$ cat src/rtl/clk_div_pkg.sv
// Shared types and constants for the programmable clock-enable divider.
package clk_div_pkg;

  localparam int DIV_W_DEF = 16;
  localparam int MIN_DIV   = 2;

  typedef enum logic [1:0] {
    IDLE = 2'd0,
    RUN  = 2'd1,
    PEND = 2'd2
  } state_t;

  // The high phase of the square wave lasts floor(d/2) cycles.
  function automatic logic [31:0] half_div(input logic [31:0] d);
    return d >> 1;
  endfunction

endpackage

$ cat src/rtl/clk_div_counter.sv
// Period counter: counts 0 .. active_div-1 and flags the last cycle of each period.
module clk_div_counter
  import clk_div_pkg::*;
#(
  parameter int DIV_W = DIV_W_DEF
) (
  input  logic             clk,
  input  logic             reset,
  input  logic             enable,
  input  logic             clear,
  input  logic [DIV_W-1:0] active_div,
  output logic [DIV_W-1:0] cnt,
  output logic [DIV_W-1:0] cnt_next,
  output logic             wrap
);

  // active_div is never below 2, so the subtraction cannot underflow.
  assign wrap = (cnt == (active_div - DIV_W'(1)));

  // NOTE: give every combinational output a default first so no latch is inferred.
  always_comb begin
    cnt_next = cnt;
    if (clear) begin
      cnt_next = '0;
    end else if (enable) begin
      cnt_next = wrap ? '0 : cnt + DIV_W'(1);
    end
  end

  // NOTE: sequential state uses non-blocking assignments only.
  always_ff @(posedge clk) begin
    if (reset) begin
      cnt <= '0;
    end else begin
      cnt <= cnt_next;
    end
  end

endmodule

$ cat src/rtl/clk_div_controller.sv
// Start/stop sequencer producing a tick and a square-wave enable with a ready/valid ratio port.
// Optional tick counter output enabled by defining CLK_DIV_TICK_COUNT_EN.
module clk_div_controller
  import clk_div_pkg::*;
#(
  parameter int DIV_W       = DIV_W_DEF,
  parameter int DEFAULT_DIV = 2
) (
  input  logic             clk,
  input  logic             reset,
  input  logic             start,
  input  logic             stop,
  input  logic             cfg_valid,
  input  logic [DIV_W-1:0] cfg_div,
  output logic             cfg_ready,
  output logic             cfg_err,
  output logic             running,
  output logic             tick,
  output logic             clk_en_sq,
  output logic [DIV_W-1:0] active_div
`ifdef CLK_DIV_TICK_COUNT_EN
  ,
  output logic [31:0]      tick_count
`endif
);

  state_t           state, state_next;
  logic [DIV_W-1:0] active_div_next;
  logic [DIV_W-1:0] shadow, shadow_next;
  logic [DIV_W-1:0] cnt, cnt_next;
  logic             wrap;
  logic             cnt_clear;
  logic             leave_idle;
  logic             cfg_offer;
  logic             accept;
  logic             clk_en_next;

  assign running   = (state != IDLE);
  assign cfg_ready = (state != PEND);
  assign tick      = running && wrap;

  assign cfg_offer = cfg_valid && cfg_ready;
  assign accept    = cfg_offer && (cfg_div >= DIV_W'(MIN_DIV));

  clk_div_counter #(
    .DIV_W (DIV_W)
  ) u_counter (
    .clk        (clk),
    .reset      (reset),
    .enable     (running),
    .clear      (cnt_clear),
    .active_div (active_div),
    .cnt        (cnt),
    .cnt_next   (cnt_next),
    .wrap       (wrap)
  );

  always_comb begin
    state_next      = state;
    active_div_next = active_div;
    shadow_next     = shadow;
    cnt_clear       = 1'b0;
    leave_idle      = 1'b0;
    unique case (state)
      IDLE: begin
        cnt_clear = 1'b1;
        if (accept) active_div_next = cfg_div;
        if (start && !stop) begin
          state_next = RUN;
          leave_idle = 1'b1;
        end
      end
      RUN: begin
        if (stop) begin
          state_next = IDLE;
          cnt_clear  = 1'b1;
          if (accept) active_div_next = cfg_div;
        end else if (accept) begin
          // On the wrap cycle the new ratio can start cleanly at the next cnt=0.
          if (wrap) begin
            active_div_next = cfg_div;
          end else begin
            shadow_next = cfg_div;
            state_next  = PEND;
          end
        end
      end
      PEND: begin
        if (stop) begin
          state_next      = IDLE;
          cnt_clear       = 1'b1;
          active_div_next = shadow;
        end else if (wrap) begin
          state_next      = RUN;
          active_div_next = shadow;
        end
      end
      default: begin
        state_next = IDLE;
        cnt_clear  = 1'b1;
      end
    endcase
  end

  // Evaluated on next-cycle values so the enable lines up with cnt and the ratio in use.
  assign clk_en_next = (state_next != IDLE) &&
                       (cnt_next < DIV_W'(half_div(32'(active_div_next))));

  always_ff @(posedge clk) begin
    if (reset) begin
      state      <= IDLE;
      active_div <= DIV_W'(DEFAULT_DIV);
      shadow     <= '0;
      clk_en_sq  <= 1'b0;
      cfg_err    <= 1'b0;
    end else begin
      state      <= state_next;
      active_div <= active_div_next;
      shadow     <= shadow_next;
      clk_en_sq  <= clk_en_next;
      cfg_err    <= cfg_offer && !accept;
    end
  end

`ifdef CLK_DIV_TICK_COUNT_EN
  always_ff @(posedge clk) begin
    if (reset || leave_idle) begin
      tick_count <= '0;
    end else if (tick) begin
      tick_count <= tick_count + 32'd1;
    end
  end
`endif

endmodule

$ cat config.mk
export PLATFORM = sky130hd
export DESIGN_NAME = clk_div_controller
export DESIGN_NICKNAME = d
export VERILOG_FILES = /design/src/rtl/clk_div_pkg.sv /design/src/rtl/clk_div_counter.sv /design/src/rtl/clk_div_controller.sv
export SDC_FILE = /design/constraint.sdc
export NUM_CORES = 1
export LEC_CHECK = 0
export ABC_AREA = 1
export ABC_CLOCK_PERIOD_IN_PS = 4900
export CELL_PAD_IN_SITES_DETAIL_PLACEMENT = 1
export CELL_PAD_IN_SITES_GLOBAL_PLACEMENT = 1
export CORE_MARGIN = 3
export CORE_UTILIZATION = 40
export DETAILED_ROUTE_END_ITERATION = 10
export DONT_BUFFER_PORTS = 1
export GPL_TIMING_DRIVEN = 0
export PLACE_DENSITY_LB_ADDON = 0.1
export SETUP_SLACK_MARGIN = 0.2
export SLEW_MARGIN = 20
export SYNTH_ARGS = -nofsm -noshare
export SYNTH_HDL_FRONTEND = slang
export SYNTH_SLANG_ARGS = --single-unit
$ cat constraint.sdc
create_clock -name clk -period 4.9 [get_ports clk]
set_input_delay 0.245 -clock clk [delete_from_list [all_inputs] [get_ports clk]]
set_output_delay 0.245 -clock clk [all_outputs]
set_load 0.01 [all_outputs]
==> metrics <==
global-route wire length before repair=24100 um; power density normalized to cell area=253 nW/um^2; leakage=1.93 nW; hold-fix buffers at CTS=0; leftover overflow at the end of global routing=0; WP data arrival=4.04 ns; Cell Int Power=0.000707 W; remaining max-slew budget at the tightest pin=51.8%; postcts setup bufs=0; Longest Clk Path Bufs=2; cell chain of the critical path=inv_2 > ha_1 > xor2_1 > nand2_1 > nor2_1 > nand2_1 > nor2_1 > nand2_1 > nor2_4 > nand2_4 > nand2_4 > buf_2 > a21oi_1 > o21ai_1 > nand4_1 > o21ai_1 > ha_1 > a21oi_1 > nor2_1 > a211oi_1 > nand2_1 > a21oi_2; Site Rows=36; Max Cap Viol=0; WP data required=5.16 ns; post-route antenna net violation count=0; highest ir drop seen on vdd=0.133 mV; Final nets=717; Syn Inst Count=668; most common cell after layout, fill and taps aside=nand2_1; clock root buffer=clkbuf_8; utilization after layout=44.7%; Critical path buffers and inverters=2; critical path's top delay family=simple AND/OR/NAND/NOR gates; die outline area=11700 um^2; crit path max-delay cell type=dfxtp_1; Post-route DRC=0; CP Class=flip-flop to flip-flop; Die Ht=108 um; clock period minus worst slack=3.78 ns; Overall Global Routing Usage=26.4%; fraction of power consumed by combinational cells=28.0%; Clock Skew=0.0156 ns; top library cells by usage in the layout, fill and taps aside=nand2_1, nor2_1, inv_1; TritonCTS clock tree=built; Hold Path Class=input port to flip-flop; htree depth=2; Psw=0.000419 W; number of buffer cells added on primary ports=0; number of distinct library cell variants in the gate-level netlist after synthesis=40; startpoint type of the worst setup path=flip-flop; register bit count reported by yosys=52; fmax=264 MHz; post-detailed-route wirelength per cell=18.5 um; total of warnings raised by yosys=0; reg-to-reg setup timing slack=1.12 ns; sequential cell area fraction in the yosys report=25.0%; number of buffers created by CTS=5; number of hold-slack violations in the final timing report=0; clock power share=29.5%; Most common cell on crit path=nand2_1; antenna violations before repair=1; measured slew at the worst slew-check pin=0.724 ns; RSZ-0062 raised after global routing=no; insertion delay of the later-clocked pin in the worst-skew pair=0.32 ns; pin count of the biggest net entering global routing=17; destination of the worst register-to-register timing path=clk_en_sq$_SDFF_PP0_; largest stage delay on the critical path=0.56 ns; CP max FO=10; via total after detailed routing=4482; total power draw=0.00113 W; first drt pass iteration count=4; sequential share of power=42.5%; post_cts resized=0; Final TNS setup=0 ns; final setup vio count=0; initial standard-cell utilization of the core=41.9%; vias in the first global route=4637; 1st-iter DRT viols=190; Period Utilization, post-route=77.2%; worst setup path startpoint=active_div[0]$_SDFFE_PP0P_; sinks on the clock net=52; syn nets=710; Register-to-Register Path Depth=22; area growth from synthesis to layout=6.91%; die width=108 um; launch point of the worst reg-to-reg path=active_div[0]$_SDFFE_PP0P_; worst setup path endpoint=clk_en_sq$_SDFF_PP0_; I/O Pins=42; result of the run=finished, final reports clean; fraction of layout cells with a size suffix above 1=7.69%; global placer's final weighted congestion=0.901; post-detailed-placement half-perimeter wirelength=12100 um; stages on the worst setup path=22; routed wire length=15000 um; detailed-route vias per instance=5.54; ANT cells=0; Std-Cell Core Area=9950 um^2; clock transition at the registers of the reported paths=0.12 ns; endpoint kind of the worst setup timing path=flip-flop; post-synth design cell area=4170 um^2; fraction of power spent switching nets=37.2%; Final Max Slew Viols=0; average instance area after synthesis=6.24 um^2
Yosys cell counts:
master / instances / share of area (%)
o211ai_1: 5 / 0.90
nor2_1: 80 / 7.2
ha_1: 21 / 6.3
nand3_2: 1 / 0.24
buf_1: 1 / 0.090
inv_1: 77 / 6.9
o221ai_1: 1 / 0.21
nand4_1: 7 / 1.1
a21oi_1: 44 / 5.3
nand3_1: 43 / 5.2
or2_2: 2 / 0.30
inv_2: 7 / 0.63
nor4_2: 1 / 0.30
a22oi_1: 4 / 0.72
dfxtp_1: 52 / 25
clkinv_1: 4 / 0.36
o2111ai_1: 1 / 0.21
nor3_4: 1 / 0.39
nor2_4: 4 / 1.1
buf_2: 6 / 0.72
xnor2_1: 8 / 1.7
xor2_1: 18 / 3.8
clkbuf_1: 17 / 1.5
nand2_1: 140 / 13
a31oi_1: 1 / 0.15
nand2_4: 3 / 0.81
nand2_2: 3 / 0.45
a211oi_1: 1 / 0.18
buf_4: 1 / 0.18
nand3b_1: 4 / 0.72
o21ai_2: 9 / 1.9
nor3b_1: 1 / 0.18
nor4_1: 5 / 0.75
nor2_2: 5 / 0.75
o21ai_1: 22 / 2.6
o21ai_0: 47 / 5.6
nor3_1: 17 / 2.0
a21oi_2: 1 / 0.21
a32oi_1: 1 / 0.21
a32o_1: 2 / 0.48
worst min path at each step:
| stage | depth (start not counted) | endpoint | start | slack (ns) |
|---|---|---|---|---|
| after floorplan | 2 | shadow[0]$_SDFFE_PP0P_ | cfg_div[0] | 0.39 |
| after global placement | 2 | shadow[1]$_SDFFE_PP0P_ | cfg_div[1] | 0.40 |
| after detailed placement | 2 | cfg_err$_SDFF_PP0_ | cfg_valid | 0.40 |
| after CTS | 2 | cfg_err$_SDFF_PP0_ | cfg_valid | 0.06 |
| after global routing | 2 | cfg_err$_SDFF_PP0_ | cfg_valid | 0.07 |
| final | 2 | cfg_err$_SDFF_PP0_ | cfg_valid | 0.07 |
final cells by class:
type | instances | area (um^2)
Sequential cell | 52 | 1040
Fill cell | 1373 | 5500
Buffer | 25 | 105
Multi-Input combinational cell | 503 | 2690
Tap cell | 133 | 166
Clock buffer | 6 | 82.6
Inverter | 88 | 330
Clock inverter | 2 | 38.8
metal layers:
metal / vias to the layer above / routed length [um] / track usage (%)
met2: 82 / 7150 / 45.1
met4: 2 / 263 / 6.94
li1: 2196 / - / -
met1: 2185 / 6760 / 34.5
met5: - / 13 / 0
met3: 17 / 784 / 4.42
registers in the layout, summed over array words and instances, names as in the netlist:
signal / flops
clk_en_sq: 1
u_counter.cnt: 16
shadow: 16
state: 2
active_div: 16
cfg_err: 1
per-stage QoR:
step	instance area (um^2)	hold slack, ns	setup WS, ns	std cells
after global placement	4330	0.397	1.20	801
after global routing	4450	0.0718	0.754	809
after CTS	4450	0.0625	1.10	809
after detailed placement	4330	0.400	1.16	801
after floorplan	4170	0.388	1.96	668
final	4450	0.0673	1.12	809
worst reg2reg max path, stage by stage (launching register included):
cell and delay, ns:
dfxtp_1 0.56, inv_2 0.11, ha_1 0.30, xor2_1 0.14, nand2_1 0.07, nor2_1 0.22, nand2_1 0.09, nor2_1 0.10
nand2_1 0.08, nor2_4 0.16, nand2_4 0.12, nand2_4 0.12, buf_2 0.25, a21oi_1 0.13, o21ai_1 0.11, nand4_1 0.10
o21ai_1 0.12, ha_1 0.27, a21oi_1 0.14, nor2_1 0.06, a211oi_1 0.19, nand2_1 0.14, a21oi_2 0.14
cell families after synthesis:
group | after synthesis | share of synthesized area, %
xor gates and xnor gates | 26 | 5.47
DFF | 52 | 25.0
and+or+nand+nor | 317 | 34.1
buffers and inverters | 113 | 10.5
adders and majority gates | 21 | 6.31
AOI/OAI and AO/OA | 139 | 18.7
power by group through the flow:
| stage | registers [W] | clock network [W] | logic, W |
|---|---|---|---|
| 3_5_place_dp | 0.000489 | 0 | 0.000312 |
| 6_report | 0.000479 | 0.000332 | 0.000315 |
| 4_1_cts | 0.000480 | 0.000335 | 0.000314 |
| 2_1_floorplan | 0.000474 | 0 | 0.000233 |
| 5_1_grt | 0.000483 | 0.000354 | 0.000358 |
| 3_3_place_gp | 0.000489 | 0 | 0.000300 |
(Power assumes the default switching activity.)
